`src/rtl/shift_unit_pipe.sv`:
```
// rtl/shift_unit_pipe.sv - pipelined SLL/SRL/SRA/ROR shifter with carry and zero flags
module shift_unit_pipe #(
    parameter int WIDTH = 32,
    parameter int SHW   = $clog2(WIDTH)
) (
    input  logic             clk,
    input  logic             rst_n,
    input  logic             flush,
    input  logic             in_valid,
    output logic             in_ready,
    input  logic [1:0]       in_op,
    input  logic [WIDTH-1:0] in_data,
    input  logic [SHW:0]     in_amt,
    output logic             out_valid,
    input  logic             out_ready,
    output logic [WIDTH-1:0] out_data,
    output logic             out_carry,
    output logic             out_zero
);

    localparam logic [1:0]   OP_SLL = 2'b00;
    localparam logic [1:0]   OP_SRL = 2'b01;
    localparam logic [1:0]   OP_SRA = 2'b10;
    localparam logic [SHW:0] AMT_W  = (SHW+1)'(WIDTH);

    // Stage registers; the last stage is the output register and needs no op/amount.
    logic [SHW-1:0]   valid_q, valid_d;
    logic [SHW-1:0]   carry_q, carry_d;
    logic [WIDTH-1:0] data_q [SHW];
    logic [WIDTH-1:0] data_d [SHW];
    logic [1:0]       op_q   [SHW-1];
    logic [1:0]       op_d   [SHW-1];
    logic [SHW-1:0]   rem_q  [SHW-1];
    logic [SHW-1:0]   rem_d  [SHW-1];
    logic             zero_q, zero_d;

    logic             stall;
    logic             fire;
    logic             cap_sat;
    logic [SHW-1:0]   amt_lo;
    logic [SHW-1:0]   idx_dec;
    logic [SHW-1:0]   idx_neg;
    logic [SHW-1:0]   cap_amt;
    logic [WIDTH-1:0] cap_data;
    logic             cap_carry;

    logic [SHW-1:0]   src_valid;
    logic [SHW-1:0]   src_carry;
    logic [1:0]       src_op   [SHW];
    logic [SHW-1:0]   src_rem  [SHW];
    logic [WIDTH-1:0] src_data [SHW];

    assign stall     = valid_q[SHW-1] && !out_ready;
    assign in_ready  = !stall;
    assign fire      = in_valid && in_ready && !flush;
    assign out_valid = valid_q[SHW-1];
    assign out_data  = data_q[SHW-1];
    assign out_carry = carry_q[SHW-1];
    assign out_zero  = zero_q;

    function automatic logic [WIDTH-1:0] shift_by(input logic [1:0] op,
                                                  input logic [WIDTH-1:0] d,
                                                  input int sh);
        logic signed [WIDTH-1:0] sd;
        sd = d;
        case (op)
            OP_SLL:  shift_by = d << sh;
            OP_SRL:  shift_by = d >> sh;
            OP_SRA:  shift_by = sd >>> sh;
            default: shift_by = (d >> sh) | (d << (WIDTH - sh));
        endcase
    endfunction

    // Capture: normalise the amount (saturating non-rotates) and pick the carry bit up front.
    always_comb begin
        amt_lo    = in_amt[SHW-1:0];
        idx_dec   = amt_lo - SHW'(1);
        idx_neg   = SHW'(0) - amt_lo;
        cap_sat   = in_amt[SHW] && (in_op != 2'b11);
        cap_amt   = cap_sat ? '0 : amt_lo;
        cap_data  = in_data;
        if (cap_sat) begin
            cap_data = (in_op == OP_SRA) ? {WIDTH{in_data[WIDTH-1]}} : '0;
        end
        cap_carry = 1'b0;
        if (in_amt != '0) begin
            case (in_op)
                OP_SLL:  cap_carry = (in_amt > AMT_W) ? 1'b0 : in_data[idx_neg];
                OP_SRL:  cap_carry = (in_amt > AMT_W) ? 1'b0 : in_data[idx_dec];
                OP_SRA:  cap_carry = in_amt[SHW] ? in_data[WIDTH-1] : in_data[idx_dec];
                default: cap_carry = in_data[idx_dec];
            endcase
        end
    end

    // Pipeline advance: stage k shifts by 2^k when the low remaining-amount bit is set.
    always_comb begin
        valid_d   = valid_q;
        carry_d   = carry_q;
        zero_d    = zero_q;
        src_valid = {valid_q[SHW-2:0], fire};
        src_carry = {carry_q[SHW-2:0], cap_carry};
        src_op[0]   = in_op;
        src_rem[0]  = cap_amt;
        src_data[0] = cap_data;
        for (int k = 1; k < SHW; k++) begin
            src_op[k]   = op_q[k-1];
            src_rem[k]  = rem_q[k-1];
            src_data[k] = data_q[k-1];
        end
        for (int k = 0; k < SHW; k++) begin
            data_d[k] = data_q[k];
        end
        for (int k = 0; k < SHW - 1; k++) begin
            op_d[k]  = op_q[k];
            rem_d[k] = rem_q[k];
        end
        if (flush) begin
            valid_d = '0;
        end else if (!stall) begin
            valid_d = src_valid;
            carry_d = src_carry;
            for (int k = 0; k < SHW; k++) begin
                data_d[k] = src_rem[k][0] ? shift_by(src_op[k], src_data[k], 1 << k)
                                          : src_data[k];
            end
            for (int k = 0; k < SHW - 1; k++) begin
                op_d[k]  = src_op[k];
                rem_d[k] = src_rem[k] >> 1;
            end
            zero_d = (data_d[SHW-1] == '0);
        end
    end

    // State registers with asynchronous clear of every stage.
    always_ff @(posedge clk or negedge rst_n) begin
        if (!rst_n) begin
            valid_q <= '0;
            carry_q <= '0;
            zero_q  <= 1'b0;
            for (int k = 0; k < SHW; k++) begin
                data_q[k] <= '0;
            end
            for (int k = 0; k < SHW - 1; k++) begin
                op_q[k]  <= '0;
                rem_q[k] <= '0;
            end
        end else begin
            valid_q <= valid_d;
            carry_q <= carry_d;
            zero_q  <= zero_d;
            for (int k = 0; k < SHW; k++) begin
                data_q[k] <= data_d[k];
            end
            for (int k = 0; k < SHW - 1; k++) begin
                op_q[k]  <= op_d[k];
                rem_q[k] <= rem_d[k];
            end
        end
    end

endmodule

```
`config.mk`:
```
export PLATFORM = sky130hd
export DESIGN_NAME = shift_unit_pipe
export DESIGN_NICKNAME = d
export VERILOG_FILES = /design/src/rtl/shift_unit_pipe.sv
export SDC_FILE = /design/constraint.sdc
export NUM_CORES = 1
export LEC_CHECK = 0
export ABC_AREA = 0
export CELL_PAD_IN_SITES_DETAIL_PLACEMENT = 2
export CELL_PAD_IN_SITES_GLOBAL_PLACEMENT = 2
export CORE_UTILIZATION = 32
export CTS_CLUSTER_SIZE = 16
export DETAILED_ROUTE_END_ITERATION = 7
export PLACE_DENSITY_LB_ADDON = 0.1
export SLEW_MARGIN = 20
export SYNTH_ARGS = -nofsm -noshare
export SYNTH_HDL_FRONTEND = slang
export SYNTH_SLANG_ARGS = --single-unit
```
`constraint.sdc`:
```
create_clock -name clk -period 1.65 [get_ports clk]
set_input_delay 0.33 -clock clk [delete_from_list [all_inputs] [get_ports clk]]
set_output_delay 0.33 -clock clk [all_outputs]
set_load 0.005 [all_outputs]
```
==> results of run 1 <==
==> layer usage <==
layer	global-route usage [%]	vias up	wire length (um)
li1	-	5467	-
met2	46.1	126	23700
met5	0	-	0
met4	9.24	0	1330
met3	2.71	57	611
met1	29.8	5904	19000
==> report_power, final <==
part	switching (W)	internal (W)	leakage, nW	total, W
Sequential	0.000944	0.00550	2.33	0.00644
Clock	0.00214	0.00202	0.282	0.00416
Combinational	0.00309	0.00274	4.22	0.00583
==> cells in the mapped netlist (4+ instances only) <==
cell type  instances
o22a_1            10
or2_2              4
a21o_1            13
inv_1             11
nand2_1          397
a22oi_1           14
o311ai_0           5
mux2_2             5
nor3_1             4
a22o_1             6
mux2i_1            8
buf_1             15
buf_4             33
nor4_1             6
nand3_1           94
a221oi_1          25
nor2_1            82
o21ai_0          251
mux4_2            11
o22ai_1            8
a31oi_1           24
dfrtp_1          189
a21oi_1           52
nand2b_1          20
buf_2             17
and3_1             5
clkbuf_1          95
nor2b_1           18
==> per-stage QoR <==
stage | setup TNS (ns) | power (W) | hold WS, ns | setup slack, ns | utilization [%]
2_1_floorplan | -0.849 | 0.00901 | 0.0344 | -0.849 | -
3_3_place_gp | -63.12 | 0.0115 | 0.337 | -0.859 | 40.2
3_5_place_dp | -71.23 | 0.0117 | 0.341 | -0.887 | 40.2
4_1_cts | -1.08 | 0.0162 | 0.382 | -0.188 | 42.9
5_1_grt | -3.05 | 0.0174 | 0.212 | -0.334 | 44.0
6_report | -2.15 | 0.0164 | 0.212 | -0.243 | 44.0
==> cell families after synthesis <==
logic type      synth area share (%)
compound gates                  22.5
xor+xnor                       0.233
fa+ha+maj                      0.111
buf+inv                         7.10
flops                           41.9
mux                             4.10
simple gates                    24.1
==> sequential cells by signal (all words and copies together) (netlist names) <==
signal    count
out_zero      1
op_q          8
valid_q       5
carry_q       5
out_data     32
rem_q        10
data_q      128
==> cell type report <==
cell class                 instances  area (sq um)  area share [%]
inverter                          12          55.1           0.361
clock buffer                      17           425            2.79
sequential                       189          4730            31.0
timing repair buffer             339          3120            20.5
tap                              455           569            3.73
multi-input combinational       1109          6190            40.6
clock inverter                    15           156            1.03
==> worst max path at each step <==
stage,slack [ns],endpoint,depth (start not counted),start
detailed placement,-0.89,carry_q[0]$_DFFE_PN0P_,8,in_amt[1]
global route,-0.33,out_zero$_DFFE_PN0P_,8,op_q[1]$_DFFE_PN0P_
floorplan,-0.85,carry_q[0]$_DFFE_PN0P_,12,in_amt[0]
finish,-0.24,out_zero$_DFFE_PN0P_,7,op_q[1]$_DFFE_PN0P_
global placement,-0.86,carry_q[0]$_DFFE_PN0P_,8,in_amt[1]
CTS,-0.19,out_zero$_DFFE_PN0P_,9,op_q[1]$_DFFE_PN0P_
==> critical path: stages, from the launching register on <==
cell and delay, ns:
dfrtp_1 0.40, buf_12 0.15, or2_2 0.34, and3_1 0.22
a21oi_2 0.15, and3_1 0.19, nand4_1 0.10, o31ai_1 0.23
==> timing repair <==
item	in CTS	in global routing
hold buffers	1	0
gates resized for setup	93	89
gates cloned	0	0
buffers inserted	19	17
pin swaps	25	24
endpoints found under the setup margin	162	94
hold endpoints to repair	38	0
==> impl_metrics.csv, run 1 <==
group,metric,value,unit
run_status,outcome,"complete, but fails checks",
run_status,violations,"negative setup slack",
setup_path,crit_fanout,8,
logic_synthesis,synth-main-ff-cell,"dfrtp_1",
cells_and_area,nNetsFinal,1714,
timing,setup_viol,18,
cts,cts_buffers,17,
cells_and_area,stdcell_area,0.0152,sq mm
setup_path,r2r_slack,-0.24,ns
logic_synthesis,syn_area,0.0113,sq mm
logic_synthesis,synth_edf_count,0,
worst_hold_path,hold_end,"rem_q[15]$_DFFE_PN0P_",
power,ir_drop,0.782,mV
cells_and_area,final_common_cell,"nand2_1",
logic_synthesis,synthTopCellsByArea,"dfrtp_1, nand2_1, o21ai_0",
setup_path,start_kind,"register",
routing,num_vias,11554,
cts,htree_levels,4,
setup_path,crit_arrival,2.25,ns
placement,gp_congestion,0.864,
routing,wl_per_cell,20.9,um
timing,slew_headroom,67.3,%
logic_synthesis,synthesis.nets,1517,
cts,cts_root_buf,"clkbuf_16",
floorplan,core_area,0.0346,sq mm
logic_synthesis,synth_cells,1471,
cts,clk_pin_slew,0.08,ns
floorplan,die_area,0.0361,sq mm
cells_and_area,diodes,0,
worst_hold_path,hold_path_class,"in2reg",
placement,postPlaceCellArea,0.0139,sq mm
placement,port_buffers,80,
timing,fin_skew,0.0161,ns
logic_synthesis,yosysTopAreaCell,"dfrtp_1",
floorplan,num_rows,68,
cells_and_area,area_growth,34.9,%
global_route,grt_max_degree,67,
logic_synthesis,synthArstFlopShare,100,%
setup_path,r2r_cells,7,
global_route,antenna_found_initial,0,
logic_synthesis,syn_avg_cell_area,7.68,sq um
setup_path,r2r-start,"op_q[1]$_DFFE_PN0P_",
routing,dr.pass1.iters,4,
timing,finalMaxSlewViolations,0,
timing,period_needed,1.89,ns
logic_synthesis,synth-seq-area-share,41.9,%
routing,drc,0,
routing,route.final.wire_length,44.7,mm
global_route,grt_pass1_vias,12408,
global_route,overflow,0,
placement,post-place-cells,2069,
floorplan,ios,81,
floorplan,die_h,190,um
routing,ant_nets,0,
logic_synthesis,synth_top_area_share,41.9,%
cells_and_area,fillers,3863,
cts,cts_tree,"built",
global_route,grt_usage,25.0,%
timing,min_period_over_period,115,%
setup_path,cp.required,2.01,ns
power,power.density,1080,mW/mm^2
power,power.leakage,6.84,nW
routing,avgViaCountPerCell,5.41,
setup_path,crit_path_end_kind,"register",
floorplan,initial_core_util,32.6,%
timing,fmax,0.528,GHz
routing,first_iter_violations,507,
cells_and_area,drive_gt1_share,23.0,%
global_route,grt_pass1_wl,70.1,mm
flow_run,cap_viol_max_count,0,
floorplan,dieWidth,190,um
timing,setup_ws,-0.243,ns
cells_and_area,layoutNonFillerInstCount,2136,
cts,cts.sinks,189,
timing,tightest_slew,0.486,ns
cells_and_area,layout_common_cells,"nand2_1, o21ai_0, buf_4, dfrtp_1, nand3_1",
logic_synthesis,synth_cell_type_count,54,
logic_synthesis,synth-seq-cells,189,
worst_hold_path,hold_depth,3,
timing,rsz0062_at_grt,"true",
cts,clk_latency,0.46,ns
cts,clock_path_buffers,2,
worst_hold_path,min-delay-start,"in_amt[1]",
logic_synthesis,ys_warn_count,0,
setup_path,r2r_end,"out_zero$_DFFE_PN0P_",
placement,dpl.hpwl,32.2,mm
timing,finalHoldViolCount,0,
setup_path,worstSetupPathType,"reg2reg",
Note: power is estimated with default switching activity, not from simulation.
==> run 2: changes to the inputs <==
CORE_UTILIZATION = 30   (was 32)
GPL_TIMING_DRIVEN = 1   (was default)
==> run 2 against run 1 <==
Compared with the run above:
- the run still ends with negative setup slack left
- register-to-register slack better by 0.05 ns
- final cell count grew 1.1%
- highest routed layer unchanged
- critical path type unchanged
- combinational power decreased by 4.8%
- die area is 6.6% higher
==> impl_metrics.csv, run 2 (synthesis gave the netlist of run 1 again) <==
group,metric,value,unit
placement,gp_congestion,0.855,
cells_and_area,drive_gt1_share,21.8,%
setup_path,crit_fanout,9,
timing,setup_ws,-0.198,ns
global_route,antenna_found_initial,0,
timing,finalHoldViolCount,0,
run_status,violations,"negative setup slack",
floorplan,die_h,196,um
routing,drc,0,
cts,cts_buffers,17,
setup_path,r2r_slack,-0.20,ns
floorplan,dieWidth,196,um
cells_and_area,regMostFlops,"data_q",
timing,timing.setup.tns,-0.426,ns
power,ir_drop,0.824,mV
floorplan,die_area,0.0384,sq mm
run_status,outcome,"complete, but fails checks",
timing,slew_headroom,63.5,%
setup_path,crit_path_end_kind,"register",
global_route,grt_pass1_vias,12210,
power,power.leakage,6.62,nW
cts,htree_levels,4,
global_route,grt_max_degree,67,
flow_run,cap_viol_max_count,0,
global_route,grt_usage,23.2,%
routing,route.final.wire_length,44.7,mm
setup_path,r2r_end,"out_zero$_DFFE_PN0P_",
routing,first_iter_violations,518,
cts,clk_latency,0.47,ns
cts,cts_tree,"built",
setup_path,critical_path.max_stage_delay,0.41,ns
placement,post-place-cells,2097,
routing,dr.pass1.iters,5,
cells_and_area,largest_reg_flops,128,
setup_path,cp_slowest_cell,"dfrtp_1",
timing,fin_skew,0.0214,ns
worst_hold_path,min-delay-start,"in_amt[1]",
floorplan,core_area,0.0369,sq mm
worst_hold_path,hold_path_class,"in2reg",
floorplan,ios,81,
cells_and_area,layoutNonFillerInstCount,2159,
power,power.density,1070,mW/mm^2
setup_path,r2r_cells,8,
timing,setup_viol,5,
cts,clock_path_buffers,2,
routing,avgViaCountPerCell,5.29,
timing,period_needed,1.85,ns
global_route,grt_pass1_wl,69.5,mm
timing,min_period_over_period,112,%
worst_hold_path,hold_depth,3,
cells_and_area,area_growth,34.5,%
setup_path,worstSetupPathType,"reg2reg",
cts,clk_pin_slew,0.08,ns
cells_and_area,diodes,0,
setup_path,crit_chain,"buf_12 > buf_4 > nand3_1 > nand2_1 > o22a_2 > nor4b_2 > nand4_1 > o31ai_2",
routing,num_vias,11421,
setup_path,start_kind,"register",
timing,rsz0062_at_grt,"true",
floorplan,initial_core_util,30.6,%
cts,cts.sinks,189,
floorplan,num_rows,70,
setup_path,crit_arrival,2.22,ns
cells_and_area,layout_common_cells,"nand2_1, o21ai_0, buf_4, dfrtp_1, nand3_1",
cells_and_area,nNetsFinal,1688,
routing,wl_per_cell,20.7,um
timing,tightest_slew,0.547,ns
cts,cts_root_buf,"clkbuf_16",
timing,finalMaxSlewViolations,0,
placement,port_buffers,80,
setup_path,cp.required,2.03,ns
global_route,overflow,0,
cells_and_area,final_common_cell,"nand2_1",
setup_path,r2r-start,"op_q[1]$_DFFE_PN0P_",
placement,dpl.hpwl,31.8,mm
timing,fmax,0.541,GHz
routing,ant_nets,0,
worst_hold_path,hold_end,"rem_q[15]$_DFFE_PN0P_",
run 2: cell types whose count changed in the layout (fill, tap and decap cells not counted), moves of 4 or more:
cell,before,now
a21oi_2,9,5
buf_4,223,191
buf_8,5,1
clkbuf_16,17,21
clkinv_4,4,0
dlygate4sd2_1,26,45
dlymetal6s2s_1,21,1
o21ai_0,231,240
o21ai_1,17,5
run 2: critical path, delay by kind of cell (launching register included):
family / cells / cell delay (ns)
buf+inv: 2 / 0.30
flops: 1 / 0.41
compound gates: 2 / 0.49
simple gates: 4 / 0.56
run 2: metrics by stage:
stage / hold slack, ns / cell area (sq um) / total power, W / setup WS, ns / utilization (%)
2_1_floorplan: 0.0344 / 11400 / 0.00901 / -0.849 / -
3_3_place_gp: 0.301 / 13800 / 0.0114 / -0.845 / 37.5
3_5_place_dp: 0.303 / 13800 / 0.0117 / -0.886 / 37.5
4_1_cts: 0.193 / 14800 / 0.0162 / -0.224 / 40.1
5_1_grt: 0.215 / 15200 / 0.0173 / -0.260 / 41.2
6_report: 0.231 / 15200 / 0.0163 / -0.198 / 41.2
run 2: per-layer routing:
| metal | track usage [%] | vias to the layer above | wire length, um |
|---|---|---|---|
| met4 | 7.23 | 0 | 1040 |
| met1 | 27.8 | 5830 | 18900 |
| met2 | 43.1 | 129 | 24000 |
| li1 | - | 5414 | - |
| met3 | 2.66 | 48 | 726 |
| met5 | 0 | - | 0 |
run 2: repair_timing:
item	CTS	global route
gates cloned	1	6
hold endpoints to repair	34	0
hold buffers	1	0
setup buffers	12	12
endpoints found under the setup margin	87	112
resized for setup	115	57
pin swaps	23	20
run 2: how the worst max path moves through the flow:
stage	from	endpoint	slack [ns]
after detailed placement	in_amt[1]	carry_q[0]$_DFFE_PN0P_	-0.89
final	op_q[1]$_DFFE_PN0P_	out_zero$_DFFE_PN0P_	-0.20
after floorplan	in_amt[0]	carry_q[0]$_DFFE_PN0P_	-0.85
after global placement	in_amt[1]	carry_q[0]$_DFFE_PN0P_	-0.85
after CTS	op_q[1]$_DFFE_PN0P_	out_zero$_DFFE_PN0P_	-0.22
after global routing	op_q[1]$_DFFE_PN0P_	out_zero$_DFFE_PN0P_	-0.26
run 2: area by class of cell:
type                    instances  area (sq um)
clock inverters                15           171
inverters                      12          52.6
fillers                      4179         21700
multi-input cells            1109          6210
well taps                     504           631
clock buffers                  17           425
repair buffers                313          2980
flip-flops and latches        189          4730
run 2: report_power, final:
part           internal (W)  switching [W]  total [W]
clock network       0.00217        0.00215    0.00432
logic               0.00256        0.00299    0.00555
registers           0.00550       0.000946    0.00645
==> run 3: changes to the inputs <==
ABC_CLOCK_PERIOD_IN_PS = 1650   (was default)
==> results of run 3 <==
Same layout as run 2: the final DEF is identical, and so are final timing and power.
